### config.mk
export PLATFORM = sky130hd
export DESIGN_NAME = stopwatch_time_counter
export DESIGN_NICKNAME = d
export VERILOG_FILES = /design/src/rtl/watch_pkg.sv /design/src/rtl/tick_mod_counter.sv /design/src/rtl/stopwatch_time_counter.sv
export SDC_FILE = /design/constraint.sdc
export NUM_CORES = 1
export LEC_CHECK = 0
export CORE_ASPECT_RATIO = 1.2
export CORE_MARGIN = 2
export CORE_UTILIZATION = 58
export CTS_BUF_LIST = sky130_fd_sc_hd__clkbuf_4 sky130_fd_sc_hd__clkbuf_8
export CTS_CLUSTER_DIAMETER = 30
export CTS_CLUSTER_SIZE = 10
export DETAILED_ROUTE_END_ITERATION = 7
export PLACE_DENSITY = 0.95
export REMOVE_ABC_BUFFERS = 1
export SKIP_CTS_REPAIR_TIMING = 1
export SYNTH_ARGS = -nofsm -noshare
export SYNTH_HDL_FRONTEND = slang
export SYNTH_SLANG_ARGS = --single-unit
### constraint.sdc
create_clock -name clk -period 5.15 [get_ports clk]
set_clock_uncertainty 0.1 [all_clocks]
set_input_delay 0.7725 -clock clk [delete_from_list [all_inputs] [get_ports clk]]
set_output_delay 0.7725 -clock clk [all_outputs]
set_load 0.005 [all_outputs]
### src/rtl/watch_pkg.sv
// Shared stopwatch types and default field moduli.
package watch_pkg;

    typedef enum logic [1:0] {
        IDLE  = 2'd0,
        RUN   = 2'd1,
        PAUSE = 2'd2
    } sw_state_t;

    localparam int unsigned MSEC_MAX_D = 1000;
    localparam int unsigned SEC_MAX_D  = 60;
    localparam int unsigned MIN_MAX_D  = 60;
    localparam int unsigned HOUR_MAX_D = 24;

endpackage

### src/rtl/tick_mod_counter.sv
// Modulo-N tick counter with synchronous clear and ripple carry.
//  clk       : system clock
//  reset     : asynchronous active-low reset
//  tick_in   : count enable (one clk wide)
//  clear     : synchronous clear, overrides tick_in
//  count     : registered count, 0..N-1
//  carry_out : combinational, high when tick_in arrives at count N-1
module tick_mod_counter #(
    parameter int unsigned N = 10
) (
    input  logic                   clk,
    input  logic                   reset,
    input  logic                   tick_in,
    input  logic                   clear,
    output logic [$clog2(N)-1:0]   count,
    output logic                   carry_out
);

    localparam int unsigned CW = $clog2(N);
    localparam logic [CW-1:0] LAST = CW'(N - 1);

    logic at_last;
    assign at_last   = (count == LAST);
    assign carry_out = tick_in & at_last;

    // Count register: clear has priority, wrap to zero after LAST.
    always_ff @(posedge clk or negedge reset) begin
        if (!reset) begin
            count <= '0;
        end else if (clear) begin
            count <= '0;
        end else if (tick_in) begin
            count <= at_last ? '0 : count + CW'(1);
        end
    end

endmodule

### src/rtl/stopwatch_time_counter.sv
// Stopwatch timebase: run/pause/clear FSM gating a hour:min:sec:msec cascade.
//  clk       : system clock
//  reset     : asynchronous active-low reset
//  clk_msec  : 1 ms tick, one clk wide
//  btn_run   : run/pause toggle pulse
//  btn_clear : clear request pulse (acts only in PAUSE)
//  msec/sec/min/hour : elapsed time fields
//  running   : high while in RUN
//  rollover  : one-clk pulse when the full count wraps to zero
module stopwatch_time_counter
    import watch_pkg::*;
#(
    parameter int unsigned MSEC_MAX = MSEC_MAX_D,
    parameter int unsigned SEC_MAX  = SEC_MAX_D,
    parameter int unsigned MIN_MAX  = MIN_MAX_D,
    parameter int unsigned HOUR_MAX = HOUR_MAX_D
) (
    input  logic                          clk,
    input  logic                          reset,
    input  logic                          clk_msec,
    input  logic                          btn_run,
    input  logic                          btn_clear,
    output logic [$clog2(MSEC_MAX)-1:0]   msec,
    output logic [$clog2(SEC_MAX)-1:0]    sec,
    output logic [$clog2(MIN_MAX)-1:0]    min,
    output logic [$clog2(HOUR_MAX)-1:0]   hour,
    output logic                          running,
    output logic                          rollover
);

    sw_state_t state;
    sw_state_t state_next;

    logic run_tick;
    logic clear_req;
    logic msec_carry;
    logic sec_carry;
    logic min_carry;
    logic hour_carry;

    // Gating uses the registered state, so the pausing cycle still counts
    // and the starting/resuming cycle does not.
    assign run_tick  = clk_msec & (state == RUN);
    assign clear_req = btn_clear & (state == PAUSE);

    // State, running flag and rollover pulse registers.
    always_ff @(posedge clk or negedge reset) begin
        if (!reset) begin
            state    <= IDLE;
            running  <= 1'b0;
            rollover <= 1'b0;
        end else begin
            state    <= state_next;
            running  <= (state_next == RUN);
            rollover <= hour_carry;
        end
    end

    // Next-state logic; clear beats run in PAUSE.
    always_comb begin
        state_next = state;
        case (state)
            IDLE:    if (btn_run) state_next = RUN;
            RUN:     if (btn_run) state_next = PAUSE;
            PAUSE: begin
                if (btn_clear)    state_next = IDLE;
                else if (btn_run) state_next = RUN;
            end
            default: state_next = IDLE;
        endcase
    end

    tick_mod_counter #(.N(MSEC_MAX)) u_msec (
        .clk       (clk),
        .reset     (reset),
        .tick_in   (run_tick),
        .clear     (clear_req),
        .count     (msec),
        .carry_out (msec_carry)
    );

    tick_mod_counter #(.N(SEC_MAX)) u_sec (
        .clk       (clk),
        .reset     (reset),
        .tick_in   (msec_carry),
        .clear     (clear_req),
        .count     (sec),
        .carry_out (sec_carry)
    );

    tick_mod_counter #(.N(MIN_MAX)) u_min (
        .clk       (clk),
        .reset     (reset),
        .tick_in   (sec_carry),
        .clear     (clear_req),
        .count     (min),
        .carry_out (min_carry)
    );

    tick_mod_counter #(.N(HOUR_MAX)) u_hour (
        .clk       (clk),
        .reset     (reset),
        .tick_in   (min_carry),
        .clear     (clear_req),
        .count     (hour),
        .carry_out (hour_carry)
    );

endmodule
==> results.json <==
{
  "status": "completed",
  "core_area_mm2": 0.00300,
  "fmax_mhz": 403,
  "multi_input_area_um2": 971,
  "firstDrtPassIters": 4,
  "synth_edf_count": 0,
  "hold_path_class": "flip-flop to flip-flop",
  "cts_tree": "yes",
  "ys_async_sr_fraction": 1.00,
  "syn_area_mm2": 0.00180,
  "die_w_um": 54.9,
  "post-place-ws_ps": 2370,
  "dp.cells": 247,
  "drv_slew": 0,
  "grt_max_degree": 32,
  "antenna_cells": 0,
  "root_buffer": "clkbuf_4",
  "grt.total_usage": 0.265,
  "worstPathBufferInverterCount": 1,
  "cts.sinks": 31,
  "avgSynthCellArea_um2": 9.85,
  "hold_violations": 0,
  "startpoint_type": "primary input",
  "ys.flop_type": "dfrtp_1",
  "synth_seq_cells": 31,
  "register_area_um2": 776,
  "drcViolationCount": 0,
  "wl_um": 4060,
  "cp_top_family": "simple AND/OR/NAND/NOR gates",
  "clock_latency_ps": 330,
  "htreeDepth": 2,
  "crit_path_cell_trace": "clkdlybuf4s50_1, and3b_1, nand4_4, or4_1, a21oi_1",
  "cp_slowest_stage_delay_ps": 530,
  "grt_pass1_vias": 1564,
  "critPathRequiredTime_ps": 5300,
  "io_buffers": 33,
  "arrival_ps": 2630,
  "area_growth_pct": 22.8,
  "fp-row-count": 22,
  "viasPerCell": 6.44,
  "crit_slowest_cell": "or4_1",
  "antenna_found_initial": 0,
  "leakagePower_nw": 0.938,
  "route.vias.total": 1641,
  "p_per_area_mw_per_mm2": 252,
  "synthCells": 183,
  "wl_per_cell_um": 15.9,
  "dieHeight_um": 65.1,
  "numCtsBuffers": 5,
  "cts.clk_slew.worst_paths_ps": 90,
  "worst_slack_ps": 2670,
  "first_iter_violations": 97,
  "cp-end-kind": "flip-flop",
  "io_pins": 34,
  "gp_congestion": 0.819,
  "nFillCells": 219,
  "hold_depth": 1,
  "yosys_warnings": 0,
  "mostFrequentLayoutCells": "33 x clkdlybuf4s50_1, 31 x dfrtp_1, 18 x nand2_1, 14 x a21oi_1, 10 x nor2_1",
  "fin_crit_sh": 0.482,
  "timing.reg2reg.setup_slack_ps": 3030,
  "ff2ff_path_depth": 5,
  "peakVddDrop_mv": 0.253,
  "grt_pass1_wl_um": 6890,
  "ys_types": 52,
  "final_common_cell": "clkdlybuf4s50_1",
  "fin_crit_ps": 2480,
  "final_cells": 255,
  "setup_viol": 0,
  "drive_gt1_frac": 0.0913,
  "worst_pin_slew_ps": 667,
  "ctsLongestPathBuffers": 2,
  "rsz0062_at_grt": "no",
  "maxCapViolCount": 0,
  "place.detailed.hpwl_um": 2810,
  "initial_utilization": 0.601,
  "min-delay-start": "u_msec.count[9]",
  "critPathMaxFanout": 16,
  "nets": 227,
  "postLayoutCoreUtil": 0.738,
  "fin_setup_tns_ps": 0,
  "criticalPathCategory": "primary input to flip-flop",
  "maxSlewHeadroom": 0.555,
  "gr-total-overflow": 0,
  "die_area_mm2": 0.00357,
  "regToRegEndpoint": "u_hour.count[4]",
  "postRouteAntennaNets": 0,
  "r2r_start": "u_msec.count[0]",
  "ys_seq_area_frac": 0.430,
  "min_to": "u_msec.count[9]"
}
cells by family (layout without fill, tap and decap cells):
kind of cell,after synthesis,after routing,synth area share
AOI/OAI and AO/OA,47,47,0.169
xor gates and xnor gates,8,8,0.0389
muxes,4,4,0.0222
and+or+nand+nor,76,76,0.281
buffers and inverters,13,49,0.0312
DFF,31,31,0.430
adders and majority gates,4,4,0.0278
routing by layer:
layer / global-route usage / vias to the layer above / part of all wire
li1: - / 775 / -
met1: 0.310 / 785 / 0.41
met2: 0.446 / 69 / 0.52
met3: 0.0691 / 12 / 0.056
met4: 0.104 / 0 / 0.019
met5: 0 / - / 0
worst max path at each step:
stage                     cells after the start              end  slack [ps]  startpoint
after CTS                                     5  u_hour.count[4]        2700    clk_msec
final                                         5  u_hour.count[4]        2670    clk_msec
after floorplan                               4  u_hour.count[4]        3040    clk_msec
after global routing                          5  u_hour.count[4]        2600    clk_msec
after global placement                        5  u_hour.count[4]        2420    clk_msec
after detailed placement                      5  u_hour.count[4]        2370    clk_msec
layout make-up:
cell class | instances | area share
multi-input combinational | 139 | 0.439
sequential | 31 | 0.350
timing repair buffer | 34 | 0.153
clock buffer | 7 | 0.0237
tap | 36 | 0.0204
inverter | 7 | 0.0119
clock inverter | 1 | 0.00226
worst register-to-register path, stage by stage (launching register included):
cell and delay [ps]:
dfrtp_1 430, ha_1 260, and4_1 310, nand4_4 240, or4_1 530, a21oi_1 170
sequential cells by signal (all words and copies together) (netlist names):
signal,flops
u_min.count,6
state,2
u_hour.count,5
rollover,1
running,1
u_msec.count,10
u_sec.count,6
Yosys cell counts, drive strengths merged (3+ instances only):
| cell | n | area, um^2 |
|---|---|---|
| a31oi | 4 | 25.0 |
| nand2 | 18 | 67.6 |
| o211ai | 3 | 22.5 |
| and4 | 3 | 30.0 |
| dfrtp | 31 | 776 |
| or3 | 3 | 18.8 |
| ha | 4 | 50.1 |
| nand3 | 7 | 35.0 |
| mux2i | 4 | 40.0 |
| xnor2 | 4 | 35.0 |
| nand4 | 6 | 73.8 |
| inv | 7 | 26.3 |
| buf | 4 | 22.5 |
| o21ai | 8 | 40.0 |
| xor2 | 4 | 35.0 |
| nor4 | 4 | 40.0 |
| and3 | 3 | 18.8 |
| o2111ai | 3 | 26.3 |
| o31ai | 4 | 30.0 |
| nor2 | 10 | 37.5 |
| a21oi | 14 | 70.1 |
| nand2b | 3 | 18.8 |
| or4 | 3 | 22.5 |
metrics by stage:
step | area [um^2] | hold slack (ps) | power [mW]
after floorplan | 1770 | 377 | 0.350
after global placement | 2160 | 421 | 0.407
after detailed placement | 2160 | 433 | 0.413
after CTS | 2210 | 447 | 0.557
after global routing | 2210 | 508 | 0.584
final | 2210 | 439 | 0.557
power breakdown:
group	switching [mW]	internal, mW	total [mW]
Sequential	0.0311	0.264	0.295
Combinational	0.0553	0.0601	0.115
Clock	0.0827	0.0637	0.146
Total	0.169	0.388	0.557
Power figures use the tool's default switching activity.
